<file path="config.mk">
export PLATFORM = sky130hd
export DESIGN_NAME = input_conditioner_flat
export DESIGN_NICKNAME = d
export VERILOG_FILES = /design/src/rtl/input_conditioner_if.sv /design/src/rtl/input_conditioner.sv /design/src/flat_wrapper.sv
export SDC_FILE = /design/constraint.sdc
export NUM_CORES = 1
export LEC_CHECK = 0
export BUFFER_PORTS_ARGS = -buffer_cell sky130_fd_sc_hd__buf_2
export CAP_MARGIN = 15
export CORE_ASPECT_RATIO = 1.1
export CORE_MARGIN = 2
export CORE_UTILIZATION = 53
export DETAILED_ROUTE_END_ITERATION = 10
export PLACE_DENSITY = 0.71
export REMOVE_ABC_BUFFERS = 1
export SKIP_LAST_GASP = 1
export SYNTH_ARGS = -nofsm -noshare
export SYNTH_HDL_FRONTEND = slang
export SYNTH_SLANG_ARGS = --single-unit
</file>
<file path="constraint.sdc">
create_clock -name clk -period 1.9 [get_ports clk]
set_input_delay 0 -clock clk [delete_from_list [all_inputs] [get_ports clk]]
set_output_delay 0 -clock clk [all_outputs]
set_load 0.005 [all_outputs]
</file>
<file path="src/rtl/input_conditioner_if.sv">
// Signal bundle between the raw-input front end and the input_conditioner:
// three raw channels plus sample enable in, debounced levels and qualifiers out.
interface input_conditioner_if;
  logic raw1;
  logic raw2;
  logic raw3;
  logic sample_en;
  logic out1;
  logic out2;
  logic out3;
  logic stable;
  logic change_pulse;

  modport master (
    output raw1, raw2, raw3, sample_en,
    input  out1, out2, out3, stable, change_pulse
  );

  modport slave (
    input  raw1, raw2, raw3, sample_en,
    output out1, out2, out3, stable, change_pulse
  );
endinterface

</file>
<file path="src/rtl/input_conditioner.sv">
// Three-channel synchroniser + debouncer feeding the signal combiner; outputs clean
// levels, a "no change pending" qualifier and a one-cycle change pulse.
module input_conditioner #(
  parameter int DEBOUNCE_CYCLES = 4,
  parameter int CNT_W           = 8
) (
  input  logic                 clk,
  input  logic                 rst_n,
  input_conditioner_if.slave   bus
);

  localparam logic [CNT_W-1:0] CNT_LAST = CNT_W'(DEBOUNCE_CYCLES - 1);

  logic [2:0]            raw;
  logic [2:0]            sync1_q, sync1_d;
  logic [2:0]            sync2_q, sync2_d;
  logic [2:0]            out_q, out_d;
  logic [2:0][CNT_W-1:0] cnt_q, cnt_d;
  logic                  change_pulse_q, change_pulse_d;

  assign raw = {bus.raw3, bus.raw2, bus.raw1};

  // Returns {new_out, new_cnt} for one channel on a sampled edge.
  function automatic logic [CNT_W:0] debounce_step(
    input logic             sync_bit,
    input logic             out_bit,
    input logic [CNT_W-1:0] cnt
  );
    logic [CNT_W:0] res;
    res = {out_bit, {CNT_W{1'b0}}};
    if (sync_bit != out_bit) begin
      if (cnt == CNT_LAST) res = {sync_bit, {CNT_W{1'b0}}};
      else                 res = {out_bit, cnt + 1'b1};
    end
    return res;
  endfunction

  always_comb begin
    sync1_d        = raw;
    sync2_d        = sync1_q;
    out_d          = out_q;
    cnt_d          = cnt_q;
    change_pulse_d = 1'b0;
    if (bus.sample_en) begin
      for (int i = 0; i < 3; i++) begin
        {out_d[i], cnt_d[i]} = debounce_step(sync2_q[i], out_q[i], cnt_q[i]);
      end
      change_pulse_d = |(out_d ^ out_q);
    end
  end

  // Only sync1 may go metastable; everything downstream sees sync2.
  always_ff @(posedge clk or negedge rst_n) begin
    if (!rst_n) begin
      sync1_q        <= '0;
      sync2_q        <= '0;
      out_q          <= '0;
      cnt_q          <= '0;
      change_pulse_q <= 1'b0;
    end else begin
      sync1_q        <= sync1_d;
      sync2_q        <= sync2_d;
      out_q          <= out_d;
      cnt_q          <= cnt_d;
      change_pulse_q <= change_pulse_d;
    end
  end

  assign bus.out1         = out_q[0];
  assign bus.out2         = out_q[1];
  assign bus.out3         = out_q[2];
  assign bus.change_pulse = change_pulse_q;
  // Decoded from flops only, so raw/sample_en have no combinational path here.
  assign bus.stable       = (cnt_q == '0) && (sync2_q == out_q);

endmodule

</file>
<file path="src/flat_wrapper.sv">
// flat-port wrapper written by rule: the top's interface ports become plain ports
module input_conditioner_flat 
#(
  parameter int DEBOUNCE_CYCLES = 4,
  parameter int CNT_W           = 8
)
  (clk, rst_n, bus_raw1, bus_raw2, bus_raw3, bus_sample_en, bus_out1, bus_out2, bus_out3, bus_stable, bus_change_pulse);
  input_conditioner_if bus_i ();
  input  logic clk;
  input  logic rst_n;
  input wire logic [$bits(bus_i.raw1)-1:0] bus_raw1;
  input wire logic [$bits(bus_i.raw2)-1:0] bus_raw2;
  input wire logic [$bits(bus_i.raw3)-1:0] bus_raw3;
  input wire logic [$bits(bus_i.sample_en)-1:0] bus_sample_en;
  output wire logic [$bits(bus_i.out1)-1:0] bus_out1;
  output wire logic [$bits(bus_i.out2)-1:0] bus_out2;
  output wire logic [$bits(bus_i.out3)-1:0] bus_out3;
  output wire logic [$bits(bus_i.stable)-1:0] bus_stable;
  output wire logic [$bits(bus_i.change_pulse)-1:0] bus_change_pulse;
  assign bus_i.raw1 = bus_raw1;
  assign bus_i.raw2 = bus_raw2;
  assign bus_i.raw3 = bus_raw3;
  assign bus_i.sample_en = bus_sample_en;
  assign bus_out1 = bus_i.out1;
  assign bus_out2 = bus_i.out2;
  assign bus_out3 = bus_i.out3;
  assign bus_stable = bus_i.stable;
  assign bus_change_pulse = bus_i.change_pulse;
  input_conditioner #(.DEBOUNCE_CYCLES(DEBOUNCE_CYCLES), .CNT_W(CNT_W)) u_core (.clk(clk), .rst_n(rst_n), .bus(bus_i));
endmodule
</file>
==> flow_metrics.tcl, run 1 <==
set metrics [dict create \
    status "complete, but fails checks" \
    violations "setup timing" \
    reg2reg_slack_ns 0.04 \
    power_frac_clock_pct 23.4 \
    nets 200 \
    grt_pass1_wl_mm 5.58 \
    postSynthCellCount 163 \
    drv_cap 0 \
    nFillCells 249 \
    via_per_inst 5.79 \
    rsz0062_at_grt "yes" \
    p_leak_nw 0.906 \
    clk_latency_ns 0.34 \
    setup_viol 1 \
    dr.first_iter.drc_count 46 \
    grt_usage_pct 20.1 \
    async_reset_ff_share_pct 100 \
    worstPathRequired_ns 1.90 \
    drc 0 \
    ant_nets 0 \
    grt_pass1_vias 1292 \
    synth.top_cell.area_share_pct 50.7 \
    peakVddDrop_v 0.000845 \
    final_cells 223 \
    cts_sinks 34 \
    rows 21 \
    grt_max_degree 35 \
    grt_antenna_before_repair 0 \
    place_hpwl_mm 2.25 \
    synth.largest_area_cell "dfrtp_1" \
    crit_path_start "u_core.cnt_q[20]" \
    worstPathMaxFanout 5 \
    core_um2 3020 \
    p_switching_mw 0.767 \
    yosysWarnings 0 \
    ys_seq_area_share_pct 50.7 \
    period_share_pct 101 \
    yosysUniqueCellTypes 37 \
    finalMaxSlewViolations 0 \
    clock.fmax_mhz 522 \
    drive_above_1_share_pct 18.0 \
    htree_num_levels 2 \
    dpl_worst_slack_ns 0.122 \
    power.internal_mw 1.44 \
    cts_made_buffers 5 \
    swShare_pct 34.7 \
    clk_pin_slew_ns 0.10 \
    synthFlopType "dfrtp_1" \
    synth_commonest_cells "dfrtp_1 (34), nor2_1 (23), nand3_1 (14), xor2_1 (10)" \
    gr-total-overflow 0 \
    yosysMostFrequentCell "dfrtp_1" \
    hp-start "bus_sample_en" \
    reg2regPathDepth 5 \
    startpoint_type "flip-flop" \
    die_w_um 57.6 \
    cp.arrival_ns 1.92 \
    cts_tree "done" \
    synth.avg_cell_area_um2 10.3 \
    p_comb_share_pct 31.8 \
    synth.area.top_cells "dfrtp_1 (51%), xor2_1 (5.2%), nor2_1 (5.1%), ha_1 (4.5%), nand3_1 (4.2%)" \
    synth-edff-count 0 \
    die_h_um 63.0 \
    finClkSkew_ns 0.00610 \
    start_util_pct 55.5 \
    max-clock-path-buffers 2 \
    endpoint_kind "output port" \
    slew_headroom_pct 51.0 \
    hold_viol_final 0 \
    ctsRootBufferMaster "clkbuf_4" \
    area_growth_pct 14.6 \
    wl_per_cell_um 14.9 \
    seqPwrFrac_pct 44.8 \
    drt-total-wl_mm 3.32 \
    worst_pin_slew_ns 0.736 \
    whs_path_depth 2 \
    setup.worst_path.class "flip-flop to output port" \
    mappedNetlistArea_um2 1680 \
    ios 11 \
    hold_end "u_core.cnt_q[9]" \
    port_buffers 10 \
    vias 1292 \
    fin_ws_ns -0.0155 \
    power.density_nw_per_um2 1150 \
    finalCriticalPeriod_ns 1.92 \
    gp_congestion 0.842 \
    hold_path.class "input pin to flip-flop" \
    die_area_um2 3630 \
    worstReg2RegEnd "u_core.cnt_q[22]" \
    dpl.cell_count 207 \
    diodes 0 \
    drt-pass1-iter-count 4 \
    r2r_start "u_core.cnt_q[20]" \
    synth-seq-cells 34 \
]
## layout make-up
cell class | count | area [um2] | area share, %
timing repair buffer | 21 | 143 | 7.42
multi-input combinational | 119 | 785 | 40.8
clock inverter | 1 | 30.0 | 1.56
tap | 34 | 42.5 | 2.21
sequential | 34 | 851 | 44.3
inverter | 7 | 26.3 | 1.37
clock buffer | 7 | 45.0 | 2.34
## kinds of logic (layout without fill, tap and decap cells)
kind of cell | after synthesis | count (layout) | share of synthesized area (%)
buffers and inverters | 10 | 36 | 2.69
muxes | 5 | 5 | 3.21
DFF | 34 | 34 | 50.7
adders and majority gates | 6 | 6 | 4.48
and+or+nand+nor | 72 | 72 | 22.3
xor gates and xnor gates | 16 | 16 | 8.36
AOI/OAI and AO/OA | 20 | 20 | 8.21
## layout by cell type, fill, tap and decap left out, types with 4 or more instances in the layout
cell,Yosys,layout
dfrtp_1,34,34
nor2_1,23,23
nand3_1,14,14
xor2_1,10,10
buf_2,0,10
nand4_1,9,9
nand2_1,9,9
o21ai_0,8,8
inv_1,7,7
buf_4,0,7
xnor2_1,6,6
ha_1,6,6
clkbuf_4,0,5
and3_1,4,4
dlygate4sd3_1,0,4
## per-stage QoR
step | instance area, um2 | utilization [%] | hold WS [ns] | setup TNS, ns | power [mW]
after floorplan | 1660 | - | -0.296 | 0 | 1.43
after global placement | 1770 | 58.7 | 0.0986 | 0 | 1.64
after detailed placement | 1770 | 58.7 | 0.108 | 0 | 1.67
after CTS | 1900 | 63.0 | 0.0725 | -0.0436 | 2.21
after global routing | 1920 | 63.6 | 0.0738 | -0.108 | 2.35
final | 1920 | 63.6 | 0.0762 | -0.0155 | 2.21
## state kept, by name, summed over array words and instances (netlist names)
register and cells:
u_core.bus.change_pulse 1, u_core.cnt_q 24, u_core.out_q 3, u_core.sync2_q 3
u_core.sync1_q 3
## worst max path at each step
stage / to / slack, ns
after floorplan: u_core.cnt_q[22] / 0.18
after global placement: u_core.cnt_q[22] / 0.20
final: bus_stable / -0.02
after global routing: bus_stable / -0.1
after detailed placement: u_core.cnt_q[20] / 0.12
after CTS: bus_stable / -0.04
## critical path, cell delays in order (launching register included)
cell and delay [ns]:
dfrtp_1 0.44, or4_4 0.54, nor3_4 0.14, buf_4 0.15, nand4_1 0.09, nor2_1 0.11, buf_2 0.12
## power groups by stage
| stage | combinational [mW] | sequential, mW | clock [mW] |
|---|---|---|---|
| floorplan | 0.449 | 0.982 | 0 |
| global placement | 0.642 | 0.996 | 0 |
| detailed placement | 0.664 | 1.01 | 0 |
| CTS | 0.687 | 0.987 | 0.531 |
| global route | 0.780 | 1.01 | 0.563 |
| finish | 0.703 | 0.988 | 0.517 |
## what timing repair did
item,in CTS,in global routing
hold buffers,4,0
pin swaps,0,1
endpoints found under the hold margin,37,0
resized for setup,0,1
endpoints found under the setup margin,1,7
buffers inserted,2,2
## metal layers
metal | vias up | global-route usage, % | wire [um]
met1 | 630 | 24.2 | 1520
met3 | 9 | 5.80 | 119
met2 | 22 | 33.1 | 1630
li1 | 631 | - | -
met4 | 0 | 8.72 | 57
met5 | - | 0 | 0
Note: power is estimated with default switching activity, not from simulation.
==> run 2, diff against run 1 <==
--- a/config.mk
+++ b/config.mk
@@ -7,2 +7,3 @@
 export LEC_CHECK = 0
+export ABC_AREA = 1
 export BUFFER_PORTS_ARGS = -buffer_cell sky130_fd_sc_hd__buf_2
==> constraint.sdc (replaced) <==
create_clock -name clk -period 1.9 [get_ports clk]
set_input_delay 0.19 -clock clk [delete_from_list [all_inputs] [get_ports clk]]
set_output_delay 0.19 -clock clk [all_outputs]
set_load 0.005 [all_outputs]
==> run 2 against run 1 <==
The flow now finishes without violations. Clock power down 20%. Combinational power decreased by 4.4%. Synthesized area is 12% higher. Power down 5.9%. Via count grew 15%. Synthesized cell count increased by 47%. Die area grew 11%. Setup slack gained 0.22 ns. Register-to-register slack improved by 0.49 ns. Core utilization fell by 2.4 points. Highest routed layer unchanged.
==> flow_metrics.tcl, run 2 <==
set metrics [dict create \
    finClkSkew_ns 0.00248 \
    finalCriticalPeriod_ns 1.70 \
    ctsRootBufferMaster "clkbuf_4" \
    die_area_um2 4030 \
    synth_commonest_cells "nand2_1 (66), nor2_1 (41), dfrtp_1 (34), inv_1 (27), nand3_1 (23)" \
    cp.arrival_ns 1.51 \
    ys_seq_area_share_pct 45.4 \
    cts_tree "done" \
    area_growth_pct 9.68 \
    max-clock-path-buffers 2 \
    drv_cap 0 \
    grt_antenna_before_repair 0 \
    diodes 0 \
    clk_pin_slew_ns 0.10 \
    startpoint_type "flip-flop" \
    peakVddDrop_v 0.000654 \
    grt_pass1_vias 1415 \
    synth-simple-area-share_pct 34.0 \
    final_common_cell "nand2_1" \
    endpoint_kind "output port" \
    yosysWarnings 0 \
    rows 22 \
    drt-total-wl_mm 3.29 \
    gr-total-overflow 0 \
    power.density_nw_per_um2 1010 \
    gp_congestion 0.805 \
    die_w_um 60.7 \
    final_cells 305 \
    dpl_worst_slack_ns 0.542 \
    hold_viol_final 0 \
    drc 0 \
    worstPathRequired_ns 1.71 \
    cts_made_buffers 5 \
    yosysMostFrequentCell "nand2_1" \
    largest_register "u_core.cnt_q" \
    slew_headroom_pct 51.0 \
    drive_above_1_share_pct 11.7 \
    port_buffers 10 \
    synth-xor-area-share_pct 6.88 \
    clk_latency_ns 0.33 \
    mappedNetlistArea_um2 1870 \
    hold_ws_ns 0.356 \
    async_reset_ff_share_pct 100 \
    htree_num_levels 2 \
    start_util_pct 55.8 \
    finalMaxSlewViolations 0 \
    synth.avg_cell_area_um2 7.84 \
    clock.fmax_mhz 588 \
    place_hpwl_mm 2.30 \
    hold_path.class "flip-flop to flip-flop" \
    synthFlopType "dfrtp_1" \
    synthAdderAreaFrac_pct 4.01 \
    crit_path_start "u_core.cnt_q[8]" \
    total_power_mw 2.08 \
    grt_max_degree 35 \
    setup_viol 0 \
    synth-seq-cells 34 \
    rsz0062_at_grt "no" \
    synth_top_family_by_area "simple AND/OR/NAND/NOR gates" \
    yosysUniqueCellTypes 21 \
    setup.worst_path.class "flip-flop to output port" \
    synth_compound_area_share_pct 2.34 \
    vias 1490 \
    synth.top_cell.area_share_pct 45.4 \
    postSynthCellCount 239 \
    worstPathMaxFanout 3 \
    die_h_um 66.4 \
    r2r_start "u_core.cnt_q[16]" \
    dpl.cell_count 293 \
    core_um2 3360 \
    hp-start "u_core.sync1_q[0]" \
    cts_setup_buffers 0 \
    status "complete, no violations" \
    synth.largest_area_cell "dfrtp_1" \
    cts_sinks 34 \
    synth-edff-count 0 \
    ios 11 \
    drt-pass1-iter-count 4 \
    largest_register_ffs 24 \
    synth.area.top_cells "dfrtp_1 (45%), nand2_1 (13%), nor2_1 (8.2%), nand3_1 (6.1%), inv_1 (5.4%)" \
    period_share_pct 89.5 \
    final_cell_mix "nand2_1 (66), nor2_1 (41), dfrtp_1 (34)" \
    grt_pass1_wl_mm 5.99 \
    wl_per_cell_um 10.8 \
    via_per_inst 4.89 \
    p_leak_nw 1.02 \
    dr.first_iter.drc_count 67 \
    fin_tns_setup_ns 0 \
    worst_pin_slew_ns 0.735 \
    ant_nets 0 \
    synthMuxAreaShare_pct 0 \
    nets 268 \
    grt_usage_pct 20.2 \
    fin_ws_ns 0.200 \
]
==> run 2: cell count changes in the layout (fill, tap and decap cells not counted), sizes merged, moves of 3 or more <==
cell / change
and3: -5
buf: -6
inv: +20
mux2: -3
nand2: +58
nand3: +9
nor2: +26
nor3: -3
o21ai: -5
xnor2: -4
==> run 2: final cells by class <==
cell class	count	area [um2]
multi-input cells	173	886
fillers	325	1300
clock buffers	7	55.1
flip-flops and latches	34	851
clock inverters	1	5.00
well taps	48	60.1
repair buffers	15	97.6
inverters	27	101
==> run 2: path summary, 6_finish.rpt <==
check / cells past startpoint / slack (ns) / to
worst min register to register: 0 / 0.36 / u_core.sync2_q[0]
min in group asynchronous: 2 / 0.45 / u_core.cnt_q[11]
worst max-delay path: 7 / 0.20 / bus_stable
worst max register to register: 6 / 0.53 / u_core.cnt_q[23]
max in group asynchronous: 2 / 0.99 / u_core.cnt_q[0]
worst min-delay path: 0 / 0.36 / u_core.sync2_q[0]
==> run 2: cell families (layout without fill, tap and decap cells) <==
group	after synthesis	after routing
AND/OR/NAND/NOR	147	147
flip-flops	34	34
buffers and inverters	32	50
XOR/XNOR	13	13
AO/OA/AOI/OAI	7	7
adder cells (fa/ha/maj)	6	6
==> run 2: power by group <==
part	leakage [nW]	switching, mW	internal, mW	total, mW
clock network	0.0353	0.234	0.179	0.413
logic	0.537	0.404	0.267	0.672
registers	0.448	0.138	0.855	0.993
==> run 2: stage by stage <==
stage | cell area, um2 | util [%]
6_report | 2060 | 61.2
5_1_grt | 2060 | 61.2
4_1_cts | 2060 | 61.2
3_5_place_dp | 1960 | 58.2
3_3_place_gp | 1960 | 58.2
2_1_floorplan | 1840 | -
==> run 2: what timing repair did <==
item	in CTS	in global routing
endpoints found under the hold margin	37	0
hold buffers	4	0
endpoints found under the setup margin	0	0
gates resized for setup	0	0
==> run 2: layer usage <==
layer	share of wire [%]	vias up	wire, um	track usage [%]
met5	0	-	0	0
met4	2.4	0	79	9.24
met3	2.8	8	91	5.48
met2	45	21	1490	30.2
met1	49	685	1630	27.0
li1	-	776	-	-
==> run 2: worst max-delay path, cell delays in order (launching register included) <==
cell and delay (ns):
dfrtp_1 0.40, inv_1 0.09, ha_1 0.16, nand3_1 0.07
nor2_1 0.12, nand3_1 0.07, nor2_1 0.12, buf_2 0.13
==> run 3, diff against run 2 <==
Settings changed: ABC_AREA 1 to default.
==> run 3 against run 2 <==
Core utilization up 2.9 points. The run now ends with setup timing left. Power increased by 6.7%. Setup slack lost 0.28 ns. Final area fell by 5.8%. Clock-buffer cell count is the same. Via count is 15% lower. Flip-flop and latch count unchanged. Wire length shrank 5.1%. Sequential share of layout area up 2.5 points.
==> flow_metrics.tcl, run 3 (synthesized netlist as in run 1, its figures left out) <==
set metrics [dict create \
    finalMaxSlewViolations 0 \
    rsz0062_at_grt "yes" \
    finClkSkew_ns 0.00391 \
    power.density_nw_per_um2 1150 \
    die_area_um2 3630 \
    cp.arrival_ns 1.79 \
    finalCriticalPeriod_ns 1.98 \
    dr.first_iter.drc_count 57 \
    gp_congestion 0.843 \
    setup_viol 1 \
    clk_latency_ns 0.33 \
    peakVddDrop_v 0.000651 \
    status "complete, but fails checks" \
    r2r_start "u_core.cnt_q[21]" \
    clk_pin_slew_ns 0.09 \
    ctsRootBufferMaster "clkbuf_4" \
    drive_above_1_share_pct 18.8 \
    nets 202 \
    startpoint_type "flip-flop" \
    nFillCells 254 \
    crit_path_start "u_core.cnt_q[21]" \
    final_cell_mix "dfrtp_1 (34), nor2_1 (23), nand3_1 (14)" \
    crit_slowest_cell "or4_4" \
    core_um2 3020 \
    grt_antenna_before_repair 0 \
    total_power_mw 2.22 \
    worstPathRequired_ns 1.71 \
    dpl_worst_slack_ns 0.146 \
    vias 1268 \
    crit_buf_inv 1 \
    cts_sinks 34 \
    area_growth_pct 15.5 \
    htree_num_levels 2 \
    fin_ws_ns -0.0777 \
    worst_pin_slew_ns 0.725 \
    drc 0 \
    drv_cap 0 \
    cp_slowest_stage_delay_ns 0.54 \
    endpoint_kind "output port" \
    slew_headroom_pct 51.7 \
    port_buffers 10 \
    hold_path.class "input pin to flip-flop" \
    ios 11 \
    setup.worst_path.class "flip-flop to output port" \
    max-clock-path-buffers 2 \
    gr-total-overflow 0 \
    ant_nets 0 \
    final_common_cell "dfrtp_1" \
    die_w_um 57.6 \
    grt_pass1_vias 1221 \
    rows 21 \
    grt_usage_pct 20.0 \
    period_share_pct 104 \
    fin_tns_setup_ns -0.0777 \
    p_leak_nw 0.916 \
    cts_made_buffers 5 \
    clock.fmax_mhz 506 \
    grt_pass1_wl_mm 5.50 \
    diodes 0 \
    die_h_um 63.0 \
    largest_register_ffs 24 \
    drt-pass1-iter-count 4 \
    wl_per_cell_um 13.9 \
    cp_cell_sequence "or4_4, nor3_4, nand4_1, nor2_1, buf_2" \
    hold_viol_final 0 \
    drt-total-wl_mm 3.12 \
    via_per_inst 5.64 \
    grt_max_degree 35 \
    place_hpwl_mm 2.13 \
    hp-start "bus_sample_en" \
    final_cells 225 \
    largest_register "u_core.cnt_q" \
    cts_tree "done" \
    worstPathMaxFanout 2 \
    violations "setup timing" \
    cp_top_family "simple AND/OR/NAND/NOR gates" \
    start_util_pct 55.5 \
    dpl.cell_count 206 \
    post-route-util_pct 64.1 \
]
==> run 3: cell types whose count changed in the layout (fill, tap and decap cells not counted), moves of 3 or more <==
cell / before / now
nand2_1: 66 / 9
nor2_1: 41 / 23
and3_1: 0 / 4
xnor2_1: 2 / 6
nand3_1: 23 / 14
inv_1: 27 / 7
mux2_2: 0 / 3
nor2_4: 3 / 0
buf_4: 1 / 9
nor2_2: 5 / 0
o21ai_0: 3 / 7
==> run 3: repair_timing <==
action / 4_1_cts / 5_1_grt
setup buffers: 5 / 2
hold endpoints to repair: 37 / 0
gates resized for setup: 0 / 2
pin swaps: 4 / 3
setup endpoints to repair: 1 / 5
hold buffers: 4 / 0
==> run 3: cell type report <==
type	instances	area (um2)	share of cell area, %
Clock buffer	7	45.0	2.33
Inverter	7	26.3	1.36
Multi-Input combinational cell	119	785	40.5
Tap cell	34	42.5	2.20
Sequential cell	34	851	43.9
Timing Repair Buffer	23	158	8.14
Clock inverter	1	30.0	1.55
==> run 3: worst paths after layout <==
check / depth (start not counted) / endpoint / slack [ns]
min in group asynchronous: 2 / u_core.cnt_q[3] / 0.45
worst min register to register: 0 / u_core.sync2_q[2] / 0.36
worst min-delay path: 2 / u_core.cnt_q[16] / 0.28
worst max register to register: 5 / u_core.cnt_q[22] / 0.06
worst max-delay path: 5 / bus_stable / -0.08
max in group asynchronous: 2 / u_core.cnt_q[15] / 0.99
==> run 3: power by group <==
part	switching, mW	leakage, nW	internal, mW
Clock	0.223	0.0395	0.279
Combinational	0.396	0.427	0.330
Sequential	0.136	0.450	0.854
==> run 3: per-stage QoR <==
stage | area, um2 | hold slack (ns)
floorplan | 1660 | -0.106
global placement | 1770 | 0.289
detailed placement | 1770 | 0.296
CTS | 1920 | 0.264
global route | 1940 | 0.287
finish | 1940 | 0.279
==> run 3: per-layer routing <==
metal  wire (um)  part of all wire (%)  global-route usage, %
met1        1550                    50                   29.1
met2        1410                    45                   28.7
met3         110                   3.5                   4.97
met4          51                   1.6                   7.85
met5           0                     0                      0
